$ cat src/rtl/ff_chk_sat_cnt.sv
// Saturating up-counter with synchronous clear; clear has priority over inc.
module ff_chk_sat_cnt #(
    parameter int W = 16
) (
    input  logic         clk,
    input  logic         rst_n,
    input  logic         clr,
    input  logic         inc,
    output logic [W-1:0] cnt
);

    localparam logic [W-1:0] CNT_MAX = '1;

    always_ff @(posedge clk or negedge rst_n) begin
        if (!rst_n) begin
            cnt <= '0;
        end else if (clr) begin
            cnt <= '0;
        end else if (inc && (cnt != CNT_MAX)) begin
            cnt <= cnt + W'(1);
        end
    end

endmodule

$ cat config.mk
export PLATFORM = sky130hd
export DESIGN_NAME = ff_chk_sat_cnt
export DESIGN_NICKNAME = d
export VERILOG_FILES = /design/src/rtl/ff_chk_sat_cnt.sv
export SDC_FILE = /design/constraint.sdc
export NUM_CORES = 1
export LEC_CHECK = 0
export CELL_PAD_IN_SITES_DETAIL_PLACEMENT = 0
export CELL_PAD_IN_SITES_GLOBAL_PLACEMENT = 1
export CORE_ASPECT_RATIO = 1.2
export CORE_MARGIN = 8
export CORE_UTILIZATION = 34
export DETAILED_ROUTE_END_ITERATION = 8
export PLACE_DENSITY_LB_ADDON = 0.2
export SLEW_MARGIN = 15
export SYNTH_ARGS = -nofsm -noshare
export SYNTH_HDL_FRONTEND = slang
export SYNTH_SLANG_ARGS = --single-unit
export TNS_END_PERCENT = 5
$ cat constraint.sdc
create_clock -name clk -period 1.6 [get_ports clk]
set_clock_uncertainty 0.05 [all_clocks]
set_input_delay 0.4 -clock clk [delete_from_list [all_inputs] [get_ports clk]]
set_output_delay 0.4 -clock clk [all_outputs]
set_load 0.02 [all_outputs]
* Word-level counts from Yosys, hierarchy flattened
Cells that the tools add are included.
Storage, ports and cells: register bits after elaboration 16, logic and storage cells 7
Operators by class: reduce and logical (&&, ||, !) cells 2, $add $sub $neg 1, eq/ne operators 1, multiplexer cells 2
Operator list (count):
- $mux W16 | 2
- $add A16 B1 Y16 const B | 1
- $ne A16 B16 Y1 const B | 1
- $reduce_bool A2 Y1 | 1
- $logic_and A1 B1 Y1 | 1

* Depth between registers and ports, before layout
Gate-level depths: netlist of the first run.
depth in word-level cells 4, depth in mapped cells 6

* Worst setup path before layout of the first run
Ideal clock, no wire load.
path kind register to register, start register cnt[0], end register cnt[15], arrival time 1.756 ns, period minus slack after synthesis 1.933 ns, path slack -0.333 ns, cell stages (with the launch flop) 6, path buffers 0, required time 1.422 ns, setup time 0.128 ns, cells stage by stage dfrtp_1 ha_1 nand4_2 nor4_4 nor4_1 mux2_1
Between the ends: longest elaborated chain between the ends 3
Ends and longest elaborated chain:
- start: declaration | RTL line 9 | output logic [W-1:0] cnt
- start signal: assignment | RTL line 20 | cnt <= cnt + W'(1);
- $add A16 B1 Y16 or $ne A16 B16 Y1 (tied branches) | RTL line 20, 19
- $mux W16 or $logic_and A1 B1 Y1 (tied branches) | RTL line 19 | end else if (inc && (cnt != CNT_MAX)) begin
- $mux W16 or $reduce_bool A2 Y1 (tied branches)
Several ways; a longest one is shown, not always the timed one. The select of a mux whose other input is x is not followed. A chain may end at the register's enable or synchronous reset.

* Worst setup path in the final report of the first run
start register cnt[0], end register cnt[14]
Same word-level chain as after synthesis.

==> impl_results.html, run 1 <==
<table>
<tr><th>Metric</th><th>Value</th></tr>
<tr><th colspan="2">STA</th></tr>
<tr><td>Setup repair after global routing missed its margin</td><td>yes</td></tr>
<tr><td>Worst-Margin Slew</td><td>0.270 ns</td></tr>
<tr><td>Tcrit/Tclk final</td><td>1.06</td></tr>
<tr><td>Highest clock rate</td><td>588 MHz</td></tr>
<tr><td>Number of hold violations in the final report</td><td>0</td></tr>
<tr><td>Setup tns final</td><td>-0.823 ns</td></tr>
<tr><td>Setup slack after layout</td><td>-0.0997 ns</td></tr>
<tr><td>Max-slew headroom</td><td>0.819</td></tr>
<tr><td>Number of max-slew violations in the final report</td><td>0</td></tr>
<tr><td>Post-route minimum period</td><td>1.70 ns</td></tr>
<tr><td>Final setup violation count</td><td>11</td></tr>
<tr><th colspan="2">Clock tree</th></tr>
<tr><td>Sink count of the clock tree</td><td>16</td></tr>
<tr><td>TritonCTS clock tree</td><td>yes</td></tr>
<tr><td>Clock slew at the register clock pins of the worst setup and hold paths</td><td>0.10 ns</td></tr>
<tr><td>CTS H-tree lvls</td><td>1</td></tr>
<tr><td>Clock root buffer</td><td>sky130_fd_sc_hd__clkbuf_4</td></tr>
<tr><td>Clock latency on the worst-skew pair</td><td>0.30 ns</td></tr>
<tr><td>Clock buffer depth</td><td>2</td></tr>
<tr><td>Number of clock buffers inserted by TritonCTS</td><td>3</td></tr>
<tr><td>Quantity of hold-fixing buffers added after cts</td><td>0</td></tr>
<tr><th colspan="2">Pwr</th></tr>
<tr><td>Portion of total power attributed to combinational logic</td><td>0.109</td></tr>
<tr><td>Power Density</td><td>501 nW/um^2</td></tr>
<tr><td>Net Sw Power</td><td>0.000195 W</td></tr>
<tr><td>Power, Total</td><td>0.000780 W</td></tr>
<tr><td>Proportion of power drawn by the clock network</td><td>0.361</td></tr>
<tr><td>LEAKAGE</td><td>0.663 nW</td></tr>
<tr><td>Design internal power</td><td>0.000584 W</td></tr>
<tr><td>Peak supply drop</td><td>0.557 mV</td></tr>
<tr><td>Sequential cell fraction of total power</td><td>0.530</td></tr>
<tr><td>Switching share of power</td><td>0.251</td></tr>
<tr><th colspan="2">Synthesis</th></tr>
<tr><td>Top flip-flop cell by instance count after synthesis</td><td>sky130_fd_sc_hd__dfrtp_1</td></tr>
<tr><td>Multiplexer share of the synthesized area</td><td>0.0478</td></tr>
<tr><td>Share of synthesized area occupied by flip-flops and latches</td><td>0.425</td></tr>
<tr><td>Synthesis warning total</td><td>0</td></tr>
<tr><td>Instance count of the mapped netlist</td><td>98</td></tr>
<tr><td>Async S/R FF share, synth</td><td>1.00</td></tr>
<tr><td>Number of enable flip-flop cells after synthesis</td><td>0</td></tr>
<tr><td>Share of Yosys cell area claimed by the top area cell type</td><td>0.425</td></tr>
<tr><td>Xor/xnor cell area share of the yosys netlist</td><td>0</td></tr>
<tr><td>Post-Syn Nets</td><td>103</td></tr>
<tr><td>Synth Area in Adders</td><td>0.0133</td></tr>
<tr><td>Flip-flop and latch count after synthesis</td><td>16</td></tr>
<tr><td>Area contributors post-synth</td><td>sky130_fd_sc_hd__dfrtp_1 (42%), sky130_fd_sc_hd__a21oi_1 (5.8%), sky130_fd_sc_hd__o31ai_1 (5.6%)</td></tr>
<tr><td>Post-synthesis cell type count</td><td>28</td></tr>
<tr><td>Combinational family with the most area after synthesis</td><td>simple AND/OR/NAND/NOR gates</td></tr>
<tr><td>Cell type with the largest total area after synthesis</td><td>sky130_fd_sc_hd__dfrtp_1</td></tr>
<tr><td>Simple-gate share of the synthesized area</td><td>0.312</td></tr>
<tr><td>Synthesized area divided by synthesized cell count</td><td>9.61 um^2</td></tr>
<tr><td>Synthesized-area fraction occupied by ao, oa, aoi and oai cells</td><td>0.162</td></tr>
<tr><td>Post-synthesis cell area</td><td>942 um^2</td></tr>
<tr><th colspan="2">Cells and area</th></tr>
<tr><td>Post-layout nets</td><td>158</td></tr>
<tr><td>Most flop-heavy register</td><td>cnt</td></tr>
<tr><td>Proportion of layout cells with a drive suffix above 1</td><td>0.605</td></tr>
<tr><td>Growth of design area from synthesis to finish</td><td>65.3%</td></tr>
<tr><td>Flip-flop count of the largest register after layout</td><td>16</td></tr>
<tr><td>Largest registers ranked by flip-flop count</td><td>cnt: 16 flops</td></tr>
<tr><td>Layout filler cell count</td><td>250</td></tr>
<tr><td>Non-filler cells in the finished layout</td><td>186</td></tr>
<tr><td>Diode count</td><td>0</td></tr>
<tr><td>Final Util</td><td>0.576</td></tr>
<tr><th colspan="2">Setup path</th></tr>
<tr><td>Worst reg2reg path depth</td><td>5</td></tr>
<tr><td>Worst path cell trace</td><td>ha_4 -&gt; and4_4 -&gt; o211ai_4 -&gt; or4_4 -&gt; a21oi_2</td></tr>
<tr><td>Delay contributed by the slowest stage of the critical path</td><td>0.50 ns</td></tr>
<tr><td>Master of the slowest instance on the critical path</td><td>sky130_fd_sc_hd__or4_4</td></tr>
<tr><td>Kind of end point of the critical path</td><td>flip-flop</td></tr>
<tr><td>Worst reg-to-reg setup slack</td><td>-0.1 ns</td></tr>
<tr><td>Startpoint type of the worst setup path</td><td>flip-flop</td></tr>
<tr><td>Arrival time at the worst endpoint</td><td>1.88 ns</td></tr>
<tr><td>Required time of the worst setup path</td><td>1.78 ns</td></tr>
<tr><td>Reg-to-reg startpoint</td><td>cnt[0]</td></tr>
<tr><td>Worst reg2reg path endpoint</td><td>cnt[14]</td></tr>
<tr><td>Worst setup path class</td><td>reg2reg</td></tr>
<tr><td>Critical Path Fanout Max</td><td>7</td></tr>
<tr><th colspan="2">Job</th></tr>
<tr><td>Maxcap violations</td><td>0</td></tr>
<tr><th colspan="2">Routing</th></tr>
<tr><td>Final ANT Viol Nets</td><td>0</td></tr>
<tr><td>Number of design rule violations left after detail routing</td><td>0</td></tr>
<tr><td>Aggregate routed wire length</td><td>2950 um</td></tr>
<tr><td>Drt first-iter violations</td><td>25</td></tr>
<tr><td>Drt pass-1 iters</td><td>4</td></tr>
<tr><td>Average vias per placed instance</td><td>5.49</td></tr>
<tr><td>Average wire length per cell after detail routing</td><td>15.9 um</td></tr>
<tr><td>Total vias in the final route</td><td>1,021</td></tr>
<tr><th colspan="2">Global routing</th></tr>
<tr><td>Gr usage total</td><td>0.131</td></tr>
<tr><td>Number of antenna violations at the first check in global routing</td><td>0</td></tr>
<tr><td>Maximum number of pins on one net before global-route repair</td><td>17</td></tr>
<tr><td>Total global routing overflow</td><td>0</td></tr>
<tr><td>Via count of the first global-routing pass</td><td>1,070</td></tr>
<tr><td>First-pass GRT wire length</td><td>4930 um</td></tr>
<tr><th colspan="2">Min path</th></tr>
<tr><td>Tightest Hold Check Type</td><td>in2async</td></tr>
<tr><th colspan="2">Die</th></tr>
<tr><td>Die area</td><td>4720 um^2</td></tr>
<tr><td>Starting Density</td><td>0.348</td></tr>
<tr><td>I/O pin count</td><td>20</td></tr>
<tr><td>Floorplan Core Area</td><td>2710 um^2</td></tr>
<tr><td>Count of standard-cell rows</td><td>21</td></tr>
<tr><td>Die span in x</td><td>64.1 um</td></tr>
<tr><td>Vert. Die Dim</td><td>73.7 um</td></tr>
<tr><th colspan="2">Placement</th></tr>
<tr><td>Weighted congestion at the end of routability-driven global placement</td><td>0.771</td></tr>
<tr><td>Half-perimeter wire length after detailed placement</td><td>2210 um</td></tr>
<tr><td>Number of placed cells counting well taps</td><td>179</td></tr>
<tr><td>Count of buffers inserted at the top-level ports</td><td>19</td></tr>
<tr><td>Minimum setup slack after placement</td><td>-0.429 ns</td></tr>
<tr><th colspan="2">Outcome</th></tr>
<tr><td>Outcome</td><td>complete, but fails checks</td></tr>
<tr><td>Violations in the final reports</td><td>setup timing</td></tr>
</table>
[timing repair]
item / in CTS / in global routing
endpoints found under the setup margin: 29 / 25
resized for setup: 47 / 28
buffers inserted: 0 / 3
pin swaps: 9 / 7
[worst max path at each step]
stage             from  endpoint  slack (ns)
2_1_floorplan  cnt[14]   cnt[15]       -0.11
3_5_place_dp       inc    cnt[3]       -0.43
4_1_cts         cnt[2]    cnt[9]       -0.22
3_3_place_gp       inc   cnt[10]       -0.37
6_report        cnt[0]   cnt[14]        -0.1
5_1_grt        cnt[10]   cnt[13]       -0.17
[power by group through the flow]
stage / logic, W / registers, W / clock network, W
finish: 0.0000849 / 0.000413 / 0.000282
global route: 0.0000935 / 0.000414 / 0.000311
CTS: 0.0000826 / 0.000413 / 0.000294
detailed placement: 0.0000835 / 0.000421 / 0
global placement: 0.0000811 / 0.000421 / 0
floorplan: 0.0000238 / 0.000427 / 0
[per-stage QoR]
step / cell area [um^2] / hold slack (ns)
after CTS: 1490 / 0.360
after detailed placement: 1450 / 0.557
final: 1560 / 0.364
after floorplan: 980 / 0.0544
after global routing: 1560 / 0.364
after global placement: 1450 / 0.548
[routing by layer]
metal | GRT usage | wire, um
met1 | 0.133 | 1150
met2 | 0.247 | 1600
met5 | 0 | 0
met4 | 0.0521 | 42
met3 | 0.0351 | 152
[placed cells by master, fill, tap and decap left out, types with 3 or more instances in the layout]
cell                              netlist  layout
sky130_fd_sc_hd__a21oi_1               11       6
sky130_fd_sc_hd__a21oi_2                0       5
sky130_fd_sc_hd__buf_2                  0       8
sky130_fd_sc_hd__buf_4                  0      34
sky130_fd_sc_hd__clkbuf_4               0       3
sky130_fd_sc_hd__clkdlybuf4s50_1        0       3
sky130_fd_sc_hd__dfrtp_2                0      14
sky130_fd_sc_hd__dlygate4sd2_1          0       3
sky130_fd_sc_hd__nand2_1                6       6
sky130_fd_sc_hd__nand3_1                3       3
sky130_fd_sc_hd__nand4_1                6       6
sky130_fd_sc_hd__nor2_1                 4       4
sky130_fd_sc_hd__nor2b_1                4       4
sky130_fd_sc_hd__nor4_4                 1       3
sky130_fd_sc_hd__o21ai_1                3       3
sky130_fd_sc_hd__o31ai_1                7       7
sky130_fd_sc_hd__or4_1                  5       3
sky130_fd_sc_hd__or4_4                  0       4
[critical path, delay by kind of cell, from the launching register on]
kind	cells	cell delay (ns)
compound gates	2	0.25
fa+ha+maj	1	0.18
flops	1	0.41
simple gates	2	0.75
[synthesized netlist by cell type, drive strengths merged (2+ instances only)]
master and n:
o31ai 7, nand2 6, nand3 3, nor2b 4, a21oi 11, o21ai 4, and4 2, and3 2
nand4 7, dfrtp 16, clkbuf 4, mux2 4, inv 3, or3 3, or4 7, nor4 5
nor2 4
[cell families after synthesis]
logic type,after synthesis
buffers and inverters,8
adder cells (fa/ha/maj),1
AND/OR/NAND/NOR,45
multiplexers,4
flip-flops,16
AO/OA/AOI/OAI,24
[cell type report]
class,count,area [um^2],area share
multi-input cells,74,623,0.400
repair buffers,55,427,0.274
flip-flops and latches,16,418,0.268
well taps,34,42.5,0.0273
clock buffers,4,36.3,0.0233
inverters,3,11.3,0.00723
Note: power is estimated with default switching activity, not from simulation.
==> run 2: changes to the inputs <==
--- a/config.mk
+++ b/config.mk
@@ -10,7 +10,9 @@
 export CORE_ASPECT_RATIO = 1.2
 export CORE_MARGIN = 8
 export CORE_UTILIZATION = 34
+export CTS_CLUSTER_DIAMETER = 100
 export DETAILED_ROUTE_END_ITERATION = 8
+export HOLD_SLACK_MARGIN = 0.03
 export PLACE_DENSITY_LB_ADDON = 0.2
 export SLEW_MARGIN = 15
 export SYNTH_ARGS = -nofsm -noshare
==> results of run 2 <==
The final DEF is identical to that of run 1; final timing and power are the same.
